File: src/rtl/cordic_seq_ctrl_pkg.sv
// Shared definitions for the CORDIC sequencing controller, iteration core
// and arctan table: state encoding, mode constants and default sizes.
package cordic_seq_ctrl_pkg;

    localparam int CORDIC_M     = 32;
    localparam int CORDIC_N     = 5;
    localparam int CORDIC_ITERS = 16;

    localparam logic [1:0] MODE_ROT        = 2'b00;
    localparam logic [1:0] MODE_VEC        = 2'b01;
    localparam int         MODE_BYPASS_BIT = 1;

    typedef enum logic [2:0] {
        ST_IDLE = 3'd0,
        ST_PRE  = 3'd1,
        ST_LOAD = 3'd2,
        ST_ITER = 3'd3,
        ST_CAPT = 3'd4,
        ST_DONE = 3'd5
    } state_t;

    // Bypass commands skip the micro-rotations entirely.
    function automatic logic is_bypass(input logic [1:0] mode);
        return mode[MODE_BYPASS_BIT];
    endfunction

endpackage

File: src/rtl/cordic_rr_arb2.sv
// Two-way round-robin arbiter. Grants only while enabled; a grant is an
// accept (ready is driven straight from grant), so the pointer moves on
// every cycle that produces a grant.
module cordic_rr_arb2 (
    input  logic       clk,
    input  logic       rst,
    input  logic       en,
    input  logic [1:0] req,
    output logic [1:0] grant
);

    // 1 means requester 1 was granted last; reset value lets requester 0
    // win the first tie.
    logic last_reg;

    // Single request wins outright; a tie goes to the one not granted last.
    always_comb begin
        grant = 2'b00;
        if (en) begin
            case (req)
                2'b01:   grant = 2'b01;
                2'b10:   grant = 2'b10;
                2'b11:   grant = last_reg ? 2'b01 : 2'b10;
                default: grant = 2'b00;
            endcase
        end
    end

    // Pointer follows the most recent grant.
    always_ff @(posedge clk or posedge rst) begin
        if (rst) begin
            last_reg <= 1'b1;
        end else if (grant != 2'b00) begin
            last_reg <= grant[1];
        end
    end

endmodule

File: src/rtl/cordic_seq_ctrl.sv
// Sequencing controller for the iterative CORDIC datapath: arbitrates two
// requesters, drives the pre-stage/core controls and returns the tagged result.
module cordic_seq_ctrl
    import cordic_seq_ctrl_pkg::*;
#(
    parameter int M     = CORDIC_M,
    parameter int N     = CORDIC_N,
    parameter int ITERS = CORDIC_ITERS
) (
    input  logic         clk,
    input  logic         rst,
    input  logic         req0_valid,
    output logic         req0_ready,
    input  logic [1:0]   req0_mode,
    input  logic [M-1:0] req0_x,
    input  logic [M-1:0] req0_y,
    input  logic [M-1:0] req0_z,
    input  logic         req1_valid,
    output logic         req1_ready,
    input  logic [1:0]   req1_mode,
    input  logic [M-1:0] req1_x,
    input  logic [M-1:0] req1_y,
    input  logic [M-1:0] req1_z,
    output logic [1:0]   dp_mode,
    output logic [M-1:0] dp_x,
    output logic [M-1:0] dp_y,
    output logic [M-1:0] dp_z,
    output logic         dp_load,
    output logic         dp_iter_en,
    output logic [N-1:0] dp_iter_idx,
    input  logic [M-1:0] dp_x_res,
    input  logic [M-1:0] dp_y_res,
    input  logic [M-1:0] dp_z_res,
    output logic         out_valid,
    input  logic         out_ready,
    output logic [M-1:0] out_x,
    output logic [M-1:0] out_y,
    output logic [M-1:0] out_z,
    output logic         out_src,
    output logic         busy
);

    localparam logic [N-1:0] LAST_IDX = N'(ITERS - 1);

    state_t       state_reg, state_next;
    logic [N-1:0] cnt_reg, cnt_next;
    logic [1:0]   grant;
    logic         accept;
    logic         arb_en;

    // Arbitration is only live in IDLE and is held off while reset is high
    // so that ready stays low during reset.
    assign arb_en = (state_reg == ST_IDLE) && !rst;

    cordic_rr_arb2 u_arb (
        .clk   (clk),
        .rst   (rst),
        .en    (arb_en),
        .req   ({req1_valid, req0_valid}),
        .grant (grant)
    );

    assign req0_ready = grant[0];
    assign req1_ready = grant[1];
    assign accept     = |grant;
    assign out_valid  = (state_reg == ST_DONE);
    assign busy       = (state_reg != ST_IDLE);

    // State and iteration counter registers.
    always_ff @(posedge clk or posedge rst) begin
        if (rst) begin
            state_reg <= ST_IDLE;
            cnt_reg   <= '0;
        end else begin
            state_reg <= state_next;
            cnt_reg   <= cnt_next;
        end
    end

    // Next-state logic plus the per-state datapath strobes.
    always_comb begin
        state_next  = state_reg;
        cnt_next    = cnt_reg;
        dp_load     = 1'b0;
        dp_iter_en  = 1'b0;
        dp_iter_idx = '0;
        case (state_reg)
            ST_IDLE: begin
                if (accept) state_next = ST_PRE;
            end
            ST_PRE: begin
                state_next = ST_LOAD;
            end
            ST_LOAD: begin
                dp_load = 1'b1;
                if (is_bypass(dp_mode)) begin
                    state_next = ST_CAPT;
                end else begin
                    state_next = ST_ITER;
                    cnt_next   = '0;
                end
            end
            ST_ITER: begin
                dp_iter_en  = 1'b1;
                dp_iter_idx = cnt_reg;
                if (cnt_reg == LAST_IDX) begin
                    state_next = ST_CAPT;
                    cnt_next   = '0;
                end else begin
                    cnt_next = cnt_reg + 1'b1;
                end
            end
            ST_CAPT: begin
                state_next = ST_DONE;
            end
            ST_DONE: begin
                if (out_ready) state_next = ST_IDLE;
            end
            default: begin
                state_next = ST_IDLE;
            end
        endcase
    end

    // Command registers: loaded from the granted requester on accept and
    // held until the next accept.
    always_ff @(posedge clk or posedge rst) begin
        if (rst) begin
            dp_mode <= '0;
            dp_x    <= '0;
            dp_y    <= '0;
            dp_z    <= '0;
            out_src <= 1'b0;
        end else if (accept) begin
            dp_mode <= grant[1] ? req1_mode : req0_mode;
            dp_x    <= grant[1] ? req1_x    : req0_x;
            dp_y    <= grant[1] ? req1_y    : req0_y;
            dp_z    <= grant[1] ? req1_z    : req0_z;
            out_src <= grant[1];
        end
    end

    // Result capture from the core, held through DONE.
    always_ff @(posedge clk or posedge rst) begin
        if (rst) begin
            out_x <= '0;
            out_y <= '0;
            out_z <= '0;
        end else if (state_reg == ST_CAPT) begin
            out_x <= dp_x_res;
            out_y <= dp_y_res;
            out_z <= dp_z_res;
        end
    end

endmodule

File: config.mk
export PLATFORM = sky130hd
export DESIGN_NAME = cordic_seq_ctrl
export DESIGN_NICKNAME = d
export VERILOG_FILES = /design/src/rtl/cordic_seq_ctrl_pkg.sv /design/src/rtl/cordic_rr_arb2.sv /design/src/rtl/cordic_seq_ctrl.sv
export SDC_FILE = /design/constraint.sdc
export NUM_CORES = 1
export LEC_CHECK = 0
export ABC_AREA = 1
export CELL_PAD_IN_SITES_DETAIL_PLACEMENT = 0
export CELL_PAD_IN_SITES_GLOBAL_PLACEMENT = 2
export CORE_ASPECT_RATIO = 1.75
export CORE_UTILIZATION = 20
export DETAILED_ROUTE_END_ITERATION = 12
export PLACE_DENSITY_LB_ADDON = 0.1
export SLEW_MARGIN = 25
export SYNTH_ARGS = -nofsm -noshare
export SYNTH_HDL_FRONTEND = slang
export SYNTH_HIERARCHICAL = 1
export SYNTH_SLANG_ARGS = --single-unit
File: constraint.sdc
create_clock -name clk -period 7.9 [get_ports clk]
set_input_delay 1.58 -clock clk [delete_from_list [all_inputs] [get_ports clk]]
set_output_delay 1.58 -clock clk [all_outputs]
set_load 0.01 [all_outputs]
==> summary.txt <==
============================================================================================
Dominant combinational cell family by area after synthesis                      simple AND/OR/NAND/NOR gates
Filler Cells Inserted                                                                   4565
Area growth, synth to finish                                                           72.0%
Slew at the pin closest to its max-slew limit                                       0.969 ns
Number of enable-type register cells in the synthesized netlist                            0
Critical path required time                                                          6.32 ns
Distinct cell type count after synthesis                                                  21
Post-route clock skew                                                              0.0197 ns
Synth Flop Type                                                                      dfrtp_1
Die W                                                                                 160 um
Netlist area before placement                                                       8720 um2
Startpoint class of the critical path                                             input port
Number of gates resized after CTS                                                          0
Arrival time at the worst endpoint                                                   3.54 ns
XOR/XNOR Fraction of Synth Area                                                       0.201%
Mapped Nets                                                                             1334
Chip Height                                                                           278 um
Static leakage                                                                       6.71 nW
Switch share                                                                           37.0%
Total setup buffers inserted after CTS                                                     0
Async set-or-reset flop fraction in the synthesized netlist                             100%
Peak clock frequency supported by timing                                           0.195 GHz
Post-DP HPWL                                                                        27100 um
Worst slew margin                                                                      35.4%
Row Count                                                                                100
GRT overflow                                                                               0
Flop pwr share                                                                         33.7%
Most common cell in the netlist                                                      nand2_1
Clock power frac                                                                       20.2%
DR DRC count                                                                               0
Share of the synthesized area in the top cell type                                     58.3%
RSZ-0062 raised after global routing                                                      no
First-pass GRT wire length                                                          59100 um
Number of buffers on the longest clock path                                                3
Syn avg cell area                                                                   8.42 um2
Post-route minimum period                                                            5.12 ns
Worst setup EP type                                                               output pin
Worst-case hold slack                                                               0.465 ns
Antenna violation net count after detailed routing                                         0
Register bit count reported by yosys                                                     204
Share of synthesized area occupied by flip-flops and latches                           58.6%
Routability Congestion                                                                 0.736
Floorplan Core Area                                                                42800 um2
CTS root buffer                                                                    clkbuf_16
Global-route total usage across every layer                                            17.4%
Number of antenna violations at the first check in global routing                          3
Area fraction in compound gates after synthesis                                       0.502%
Insertion delay of the later-clocked pin in the worst-skew pair                      0.54 ns
Number of ports placed on the die boundary                                               503
Cell-internal power                                                                0.00343 W
Max-cap violations                                                                         0
Result of the run                                                               finished clean
Largest net degree at the start of global routing                                         94
Number of instances on the worst hold path                                                 2
Count of inserted antenna diode cells                                                      0
TritonCTS Buffers                                                                         24
Ys Warns                                                                                   6
Basic-gate share of the synthesized area counting and, or, nand and nor cells          35.9%
Top area cells in the synthesized netlist                                       dfrtp_1, nand2_1, nand3_1
Drt pass-1 iters                                                                           4
Critical Path Slowest Stage Cell                                                clkdlybuf4s50_1
CTS clock-pin slew for the worst setup and hold paths                                0.06 ns
Count of input and output buffers                                                        502
Adder and majority cell fraction of the synthesized area                              0.143%
Most Frequent Cell on Critical Path                                             clkdlybuf4s50_1
Biggest area consumer among synthesized cells                                        dfrtp_1
# setup viols final                                                                        0
Worst min-delay path class                                                        reg -> reg
Cell-by-cell listing of the critical path                                       clkdlybuf4s50_1 -> nor2_1 -> nand2_1 -> a21oi_4 -> clkdlybuf4s50_1
Initial Util                                                                           20.4%
Violation count after the first detailed-routing iteration                               406
H-tree lvl count                                                                           1
Cell family with most CP delay                                                  buffers and inverters
Cell count along the critical path                                                         5
CTS tree                                                                                done
Detail-routed net length per standard cell                                           19.1 um
Crit share post-route                                                                  64.8%
Post-Syn Instances                                                                      1036
Most instantiated cells after synthesis                                         nand2_1, nand3_1, dfrtp_1
Final wirelength                                                                    39700 um
CP Max Fanout                                                                             14
Number of pins with negative max-slew slack in the final report                            0
Power per standard cell area                                                      363 nW/um2
Worst R2R Path Depth                                                                      11
Vias post-DR                                                                            8847
Number of global-route vias before repair                                               9136
Hold-fix buffer count after cts                                                            0
Vias per cell                                                                           4.27
Crit path kind                                                                     in -> out
Count of nets after finishing                                                           1799
Logic pwr share                                                                        46.1%
Number of buffers and inverters on the critical path                                       2
VDD IR max                                                                            135 uV
Sink Count                                                                               204
NetSw                                                                              0.00201 W
Fraction of final layout cells sized beyond drive strength 1                           3.64%
Critical Path Max Stage Delay                                                        0.63 ns
Die footprint                                                                      44500 um2
Fin Setup TNS                                                                           0 ns
Hold violation count in the final report                                                   0
Post-synthesis mux area share                                                             0%
============================================================================================
-- cell families (layout without fill, tap and decap cells) --
logic type | Yosys count | after routing
flip-flops | 204 | 204
buffers and inverters | 95 | 572
AND/OR/NAND/NOR | 726 | 726
AO/OA/AOI/OAI | 8 | 8
adder cells (fa/ha/maj) | 1 | 1
XOR/XNOR | 2 | 2
-- routing by layer --
| layer | global-route usage [%] | wire (um) |
|---|---|---|
| met3 | 6.21 | 3630 |
| met5 | 0 | 41 |
| met2 | 31.5 | 20200 |
| met4 | 4.59 | 808 |
| met1 | 19.1 | 15000 |
-- placed cells by master (no fill, tap or decap), types with 2 or more instances in the layout --
cell type | netlist | layout
clkbuf_1 | 32 | 5
o21ai_0 | 4 | 4
nand3_1 | 301 | 301
buf_6 | 0 | 2
clkdlybuf4s50_1 | 0 | 502
clkinv_2 | 0 | 6
clkbuf_8 | 0 | 3
inv_2 | 3 | 2
dfrtp_1 | 203 | 202
nor2_4 | 3 | 3
nor2_1 | 11 | 11
buf_4 | 8 | 6
clkbuf_16 | 0 | 25
inv_1 | 19 | 17
nand2_1 | 409 | 409
-- worst register-to-register path, delay by kind of cell, from the launching register on --
| kind | cells | cell delay [ns] |
|---|---|---|
| buffers and inverters | 4 | 1.57 |
| flip-flops | 1 | 0.47 |
| AND/OR/NAND/NOR | 7 | 1.56 |
-- final timing paths --
path                       slack (ns)              to          from
setup / recovery                 2.78      req0_ready           rst
hold / removal                   0.47       out_x[14]     out_x[14]
hold reg to reg                  0.47       out_x[14]     out_x[14]
min in group asynchronous        1.53  u_arb/last_reg           rst
max in group asynchronous        4.92        out_z[1]           rst
setup reg to reg                 4.16        dp_z[13]  state_reg[0]
-- final cells by class --
type                    count  area (um2)  share of cell area [%]
clock buffers              33         686                    4.57
well taps                 561         702                    4.68
clock inverters             5        50.0                   0.334
inverters                  22        92.6                   0.617
repair buffers            512        5140                    34.3
flip-flops and latches    204        5110                    34.1
multi-input cells         737        3220                    21.5
-- per-stage QoR --
| step | utilization (%) | total power, W | std cells | setup WS (ns) | area, um2 |
|---|---|---|---|---|---|
| final | 35.1 | 0.00544 | 2074 | 2.78 | 15000 |
| after global routing | 35.1 | 0.00584 | 2074 | 2.71 | 15000 |
| after CTS | 35.1 | 0.00557 | 2074 | 2.77 | 15000 |
| after detailed placement | 33.3 | 0.00442 | 2036 | 2.78 | 14300 |
| after global placement | 33.3 | 0.00440 | 2035 | 2.84 | 14200 |
| after floorplan | - | 0.00287 | 1036 | 0.781 | 8720 |
-- power groups by stage --
stage | registers (W) | logic (W) | clock network [W]
after CTS | 0.00184 | 0.00258 | 0.00116
after detailed placement | 0.00185 | 0.00257 | 0
after floorplan | 0.00205 | 0.000829 | 0
after global placement | 0.00184 | 0.00256 | 0
final | 0.00183 | 0.00251 | 0.00110
after global routing | 0.00190 | 0.00276 | 0.00118
Note: power is estimated with default switching activity, not from simulation.
